[src/rtl/packet_gatherer.sv]
// packet_gatherer: N-channel AXI-Stream packet merger.
// Round-robin arbitration at packet granularity, registered output stage,
// and one 128-bit descriptor pulse per forwarded packet.
module packet_gatherer #(
  parameter int BW    = 32,
  parameter int BWB   = BW / 8,
  parameter int N_CH  = 4,
  parameter int CH_W  = $clog2(N_CH),
  parameter int LEN_W = 16
) (
  input  logic                clk_line,
  input  logic                rst_n,
  input  logic [N_CH-1:0]     stream_in_packet_TVALID,
  input  logic [BW*N_CH-1:0]  stream_in_packet_TDATA,
  input  logic [BWB*N_CH-1:0] stream_in_packet_TKEEP,
  input  logic [N_CH-1:0]     stream_in_packet_TLAST,
  output logic [N_CH-1:0]     stream_in_packet_TREADY,
  output logic                stream_out_packet_TVALID,
  output logic [BW-1:0]       stream_out_packet_TDATA,
  output logic [BWB-1:0]      stream_out_packet_TKEEP,
  output logic                stream_out_packet_TLAST,
  input  logic                stream_out_packet_TREADY,
  output logic                notify_out_metadata_out_VALID,
  output logic [127:0]        notify_out_metadata_out_DATA
);

  typedef enum logic {IDLE, STREAM} state_t;

  state_t            state, state_nxt;
  logic [CH_W-1:0]   grant, rr_ptr, pick;
  logic              pick_vld;
  logic              in_ready, accept, accept_last;
  logic              g_valid, g_last;
  logic [BW-1:0]     g_data;
  logic [BWB-1:0]    g_keep;
  logic [LEN_W-1:0]  beat_cnt, beat_cnt_nxt;
  logic [31:0]       byte_cnt, byte_cnt_nxt;
  logic [32:0]       byte_sum;
  logic [15:0]       beat16;
  logic [127:0]      notify_nxt;

  // The output register can take a new beat when empty or draining this cycle.
  assign in_ready    = !stream_out_packet_TVALID || stream_out_packet_TREADY;
  assign accept      = (state == STREAM) && g_valid && in_ready;
  assign accept_last = accept && g_last;

  // Select the granted channel's lane out of the packed input buses.
  // NOTE: every signal driven here gets a default first so no latch is inferred.
  always_comb begin
    g_valid = 1'b0;
    g_last  = 1'b0;
    g_data  = '0;
    g_keep  = '0;
    for (int i = 0; i < N_CH; i++) begin
      if (grant == CH_W'(i)) begin
        g_valid = stream_in_packet_TVALID[i];
        g_last  = stream_in_packet_TLAST[i];
        g_data  = stream_in_packet_TDATA[BW*i +: BW];
        g_keep  = stream_in_packet_TKEEP[BWB*i +: BWB];
      end
    end
  end

  // Round-robin search: first requesting channel at or after rr_ptr, wrapping.
  always_comb begin
    pick_vld = 1'b0;
    pick     = '0;
    for (int k = 0; k < N_CH; k++) begin
      if (!pick_vld && stream_in_packet_TVALID[(int'(rr_ptr) + k) % N_CH]) begin
        pick_vld = 1'b1;
        pick     = CH_W'((int'(rr_ptr) + k) % N_CH);
      end
    end
  end

  // Saturating counter updates for the beat being accepted this cycle.
  always_comb begin
    beat_cnt_nxt = (beat_cnt == '1) ? beat_cnt : beat_cnt + LEN_W'(1);
    byte_sum     = {1'b0, byte_cnt} + 33'($countones(g_keep));
    byte_cnt_nxt = byte_sum[32] ? 32'hFFFF_FFFF : byte_sum[31:0];
    beat16       = 16'(beat_cnt_nxt);
  end

  // Descriptor assembled from the counts including the final beat.
  always_comb begin
    notify_nxt             = '0;
    notify_nxt[CH_W-1:0]   = grant;
    notify_nxt[47:32]      = beat16;
    notify_nxt[95:64]      = byte_cnt_nxt;
  end

  // FSM state register.
  // NOTE: sequential state uses non-blocking assignments so all flops update together.
  always_ff @(posedge clk_line or negedge rst_n) begin
    if (!rst_n) state <= IDLE;
    else        state <= state_nxt;
  end

  // FSM next state: arbitrate in IDLE, stay in STREAM until TLAST is accepted.
  always_comb begin
    state_nxt = state;
    case (state)
      IDLE:    if (pick_vld)    state_nxt = STREAM;
      STREAM:  if (accept_last) state_nxt = IDLE;
      default: state_nxt = IDLE;
    endcase
  end

  // FSM outputs: only the granted channel sees ready, and only while streaming.
  always_comb begin
    stream_in_packet_TREADY = '0;
    if (state == STREAM) stream_in_packet_TREADY[grant] = in_ready;
  end

  // Grant, round-robin pointer and per-packet counters.
  // NOTE: the datapath registers are reset too, because every output must read 0 in reset.
  always_ff @(posedge clk_line or negedge rst_n) begin
    if (!rst_n) begin
      grant    <= '0;
      rr_ptr   <= '0;
      beat_cnt <= '0;
      byte_cnt <= '0;
    end else if (state == IDLE && pick_vld) begin
      grant    <= pick;
      beat_cnt <= '0;
      byte_cnt <= '0;
    end else if (accept) begin
      beat_cnt <= beat_cnt_nxt;
      byte_cnt <= byte_cnt_nxt;
      if (g_last) rr_ptr <= (grant == CH_W'(N_CH - 1)) ? '0 : grant + CH_W'(1);
    end
  end

  // Output register: load on acceptance, drain on downstream ready, else hold.
  always_ff @(posedge clk_line or negedge rst_n) begin
    if (!rst_n) begin
      stream_out_packet_TVALID <= 1'b0;
      stream_out_packet_TDATA  <= '0;
      stream_out_packet_TKEEP  <= '0;
      stream_out_packet_TLAST  <= 1'b0;
    end else if (accept) begin
      stream_out_packet_TVALID <= 1'b1;
      stream_out_packet_TDATA  <= g_data;
      stream_out_packet_TKEEP  <= g_keep;
      stream_out_packet_TLAST  <= g_last;
    end else if (stream_out_packet_TREADY) begin
      stream_out_packet_TVALID <= 1'b0;
    end
  end

  // One-cycle descriptor pulse following each accepted TLAST beat.
  always_ff @(posedge clk_line or negedge rst_n) begin
    if (!rst_n) begin
      notify_out_metadata_out_VALID <= 1'b0;
      notify_out_metadata_out_DATA  <= '0;
    end else begin
      notify_out_metadata_out_VALID <= accept_last;
      notify_out_metadata_out_DATA  <= accept_last ? notify_nxt : '0;
    end
  end

endmodule

[config.mk]
export PLATFORM = sky130hd
export DESIGN_NAME = packet_gatherer
export DESIGN_NICKNAME = d
export VERILOG_FILES = /design/src/rtl/packet_gatherer.sv
export SDC_FILE = /design/constraint.sdc
export NUM_CORES = 1
export LEC_CHECK = 0
export CAP_MARGIN = 20
export CORE_MARGIN = 5
export CORE_UTILIZATION = 30
export DETAILED_ROUTE_END_ITERATION = 10
export PLACE_DENSITY = 0.61
export SLEW_MARGIN = 20
export SYNTH_ARGS = -nofsm -noshare
export SYNTH_HDL_FRONTEND = slang
export SYNTH_SLANG_ARGS = --single-unit
[constraint.sdc]
create_clock -name clk_line -period 3.8 [get_ports clk_line]
set_input_delay 0.38 -clock clk_line [delete_from_list [all_inputs] [get_ports clk_line]]
set_output_delay 0.38 -clock clk_line [all_outputs]
set_load 0.005 [all_outputs]
==> results.toml <==
[detailed_routing]
wire_per_inst_um = 18.54
drtIter0Drc = 538
routed_wirelength_mm = 29.98
drtPass1Iterations = 4
vias_per_cell = 4.996
drt.antenna.violating_nets = 0
dr_total_vias = 8078
drc = 0

[yosys]
synth-main-ff-cell = "dfrtp_1"
async_reset_ff_frac = 1.000
yosysSeqAreaShare = 0.4106
syn_area_per_cell_um2 = 8.876
synth-seq-cells = 142
synth_edf_count = 0
yosys_warnings = 0
ys_types = 65
netlist_instances = 975
synth_area_um2 = 8655

[clocking]
cts_tree = "yes"
insertion_delay_ns = 0.43
htreeDepth = 4
root_buffer = "clkbuf_16"
clock_path_buffers = 2
clk_pin_slew_ns = 0.07
numCtsBuffers = 17
cts.sinks = 142

[sta]
fmax_mhz = 260.1
finalHoldViolations = 0
fin_tns_setup_ns = -0.1943
setup_viol = 7
setup_slack_ns = -0.04463
fin_skew_ns = 0.01381
drv_slew = 0
rsz0062_at_grt = "true"
worst_pin_slew_ns = 0.8537
fin_crit_sh = 1.012
relSlewSlack = 0.4278
fin_crit_ns = 3.845
finalHoldWorstSlack_ns = 0.4869

[place]
dp_hpwl_mm = 21.51
gp_congestion = 0.9370
port_buffers = 247
place_area_um2 = 11410

[floorplan]
die_area_um2 = 32350
fp-row-count = 62
die_w_um = 179.9
initial_core_util = 0.3023
die_h_um = 179.9
ioPinCount = 326
core_um2 = 28630

[worst_setup_path]
r2r_setup_slack_ns = -0.04
crit_fanout = 7
cp.required_ns = 4.13
cp-start-kind = "register"
r2r.worst_path.cells = 18
r2r-end = "byte_cnt[10]$_DFFE_PN0P_"
slowest_delay_ns = 0.50
r2r-start = "grant[1]$_DFFE_PN0P_"
path_cells = "inv_2 > ha_4 > buf_4 > nand2_1 > a21oi_1 > a21oi_1 > o21a_1 > fa_1 > fa_2 > inv_2 > fa_2 > nand4_1 > or3_4 > nor3_4 > buf_4 > buf_6 > a21oi_4 > a311oi_1"
endpoint_kind = "register"
crit_type = "register to register"
path_buf_inv = 5
cp.depth = 18
worstPathArrival_ns = 4.18
cp_top_family = "adder cells"
cp_slowest_cell = "fa_1"

[power]
ir_drop_uv = 342.2
swShare = 0.4146
p_sw_w = 0.003273
leakage_nw = 4.840
powerDensity_nw_per_um2 = 642.2
p_seq_frac = 0.265
combPwrFrac = 0.525
power_w = 0.007895
p_clk_frac = 0.211
internal-power_w = 0.004622

[global_route]
grt.total_usage = 0.1792
grt_pass1_wl_mm = 46.94
grt_overflow = 0
grt_max_degree = 77
antenna_found_initial = 1
grt_pass1_vias = 8121

[min_path]
holdPathStages = 2
hp-start = "stream_out_packet_TLAST$_DFFE_PN0P_"
hp-class = "register to register"
hold_end = "stream_out_packet_TLAST$_DFFE_PN0P_"

[finish]
drive_gt1_frac = 0.1161
nets = 1383
final_area_um2 = 12290
area_delta_synth_final_pct = 42.04

[flow_run]
drv_cap = 0

[outcome]
violations = "setup timing"
status = "complete, but fails checks"
final cells by class:
type | count | area [um2]
Tap cell | 384 | 480.5
Clock inverter | 13 | 126.4
Fill cell | 2790 | 16330
Clock buffer | 19 | 452.9
Multi-Input combinational cell | 739 | 4664
Antenna cell | 1 | 2.502
Inverter | 19 | 73.82
Sequential cell | 142 | 3555
Timing Repair Buffer | 300 | 2938
power by group through the flow:
stage	Clock (W)	Sequential (W)	Combinational, W
2_1_floorplan	0	0.00208	0.00248
3_3_place_gp	0	0.00211	0.00403
3_5_place_dp	0	0.00212	0.00406
4_1_cts	0.00171	0.00209	0.00415
5_1_grt	0.00178	0.00213	0.00457
6_report	0.00166	0.00209	0.00414
cells in the final DEF, fill, tap and decap left out, types with 5 or more instances in the layout:
master and count:
nor2_1 34, and2_1 9, and4_1 9, a31oi_1 15, nand4_1 17, o211ai_1 38
clkbuf_16 17, xnor2_1 30, nand2_1 96, o21a_1 39, dfrtp_1 141, a311oi_1 8
a21oi_1 135, nor3_1 22, clkdlybuf4s50_1 246, a311oi_2 13, nand3b_1 38, buf_6 8
nand2b_1 8, conb_1 78, inv_6 5, nor4_1 7, o21ai_0 19, and3_1 18
buf_4 42, inv_1 16, nand3_1 21
flip-flops by register name, summed over array words and instances (netlist names):
register and count:
beat_cnt 16, byte_cnt 32, grant 2, notify_out_metadata_out_DATA 50, notify_out_metadata_out_VALID 1, rr_ptr 2
state 1, stream_out_packet_TDATA 32, stream_out_packet_TKEEP 4, stream_out_packet_TLAST 1, stream_out_packet_TVALID 1
logic make-up after synthesis:
family | Yosys count | share of synthesized area
adder cells (fa/ha/maj) | 9 | 0.01561
AND/OR/NAND/NOR | 309 | 0.1952
multiplexers | 5 | 0.005928
XOR/XNOR | 34 | 0.03441
other | 1 | 0.0004333
buffers and inverters | 173 | 0.1129
flip-flops | 142 | 0.4106
AO/OA/AOI/OAI | 302 | 0.2250
tightest hold or removal path, cell delays in order, from the launching register on:
cell and delay, ns:
dfrtp_1 0.35, nand2_1 0.05, nand2_1 0.05
how the worst max path moves through the flow:
stage	from	slack, ns	end
final	grant[1]$_DFFE_PN0P_	-0.04	byte_cnt[10]$_DFFE_PN0P_
after global routing	grant[0]$_DFFE_PN0P_	-0.21	byte_cnt[30]$_DFFE_PN0P_
after floorplan	grant[0]$_DFFE_PN0P_	0.005	byte_cnt[18]$_DFFE_PN0P_
after detailed placement	stream_in_packet_TKEEP[0]	-0.20	byte_cnt[8]$_DFFE_PN0P_
after CTS	grant[0]$_DFFE_PN0P_	-0.02	byte_cnt[9]$_DFFE_PN0P_
after global placement	stream_in_packet_TKEEP[0]	-0.14	notify_out_metadata_out_DATA[84]$_DFF_PN0_
layer usage:
| metal | wire length, um | vias up | GRT usage |
|---|---|---|---|
| li1 | - | 3853 | - |
| met1 | 12970 | 3885 | 0.2300 |
| met2 | 14760 | 301 | 0.3063 |
| met3 | 1623 | 39 | 0.03820 |
| met4 | 625 | 0 | 0.04938 |
| met5 | 0 | - | 0 |
synthesized netlist by cell type (15+ instances only):
| cell | count | area share |
|---|---|---|
| nand3b_1 | 38 | 0.033 |
| o21ai_0 | 19 | 0.011 |
| nand3_1 | 21 | 0.012 |
| dfrtp_1 | 142 | 0.41 |
| o21a_1 | 39 | 0.034 |
| nand2_1 | 96 | 0.042 |
| a31oi_1 | 15 | 0.011 |
| o211ai_1 | 38 | 0.033 |
| xnor2_1 | 31 | 0.031 |
| and3_1 | 19 | 0.014 |
| nor3_1 | 26 | 0.015 |
| a21oi_1 | 138 | 0.080 |
| buf_4 | 79 | 0.069 |
| buf_2 | 18 | 0.010 |
| clkbuf_1 | 49 | 0.021 |
| nor2_1 | 37 | 0.016 |
| inv_1 | 19 | 0.0082 |
| a311oi_1 | 15 | 0.015 |
| nand4_1 | 17 | 0.012 |
per-stage QoR:
stage          instances  utilization  worst slack, ns
2_1_floorplan       1052            -         0.004981
3_3_place_gp        1571       0.3986          -0.1403
3_5_place_dp        1571       0.3986          -0.1972
4_1_cts             1609       0.4231         -0.02098
5_1_grt             1617       0.4295          -0.2121
6_report            1617       0.4295         -0.04463
timing repair:
action | CTS | global route
hold endpoints to repair | 1 | 0
gates resized for setup | 15 | 25
buffers inserted | 3 | 6
gates cloned | 2 | 1
pin swaps | 26 | 23
setup endpoints to repair | 32 | 52
hold buffers | 1 | 0
Power figures use the tool's default switching activity.
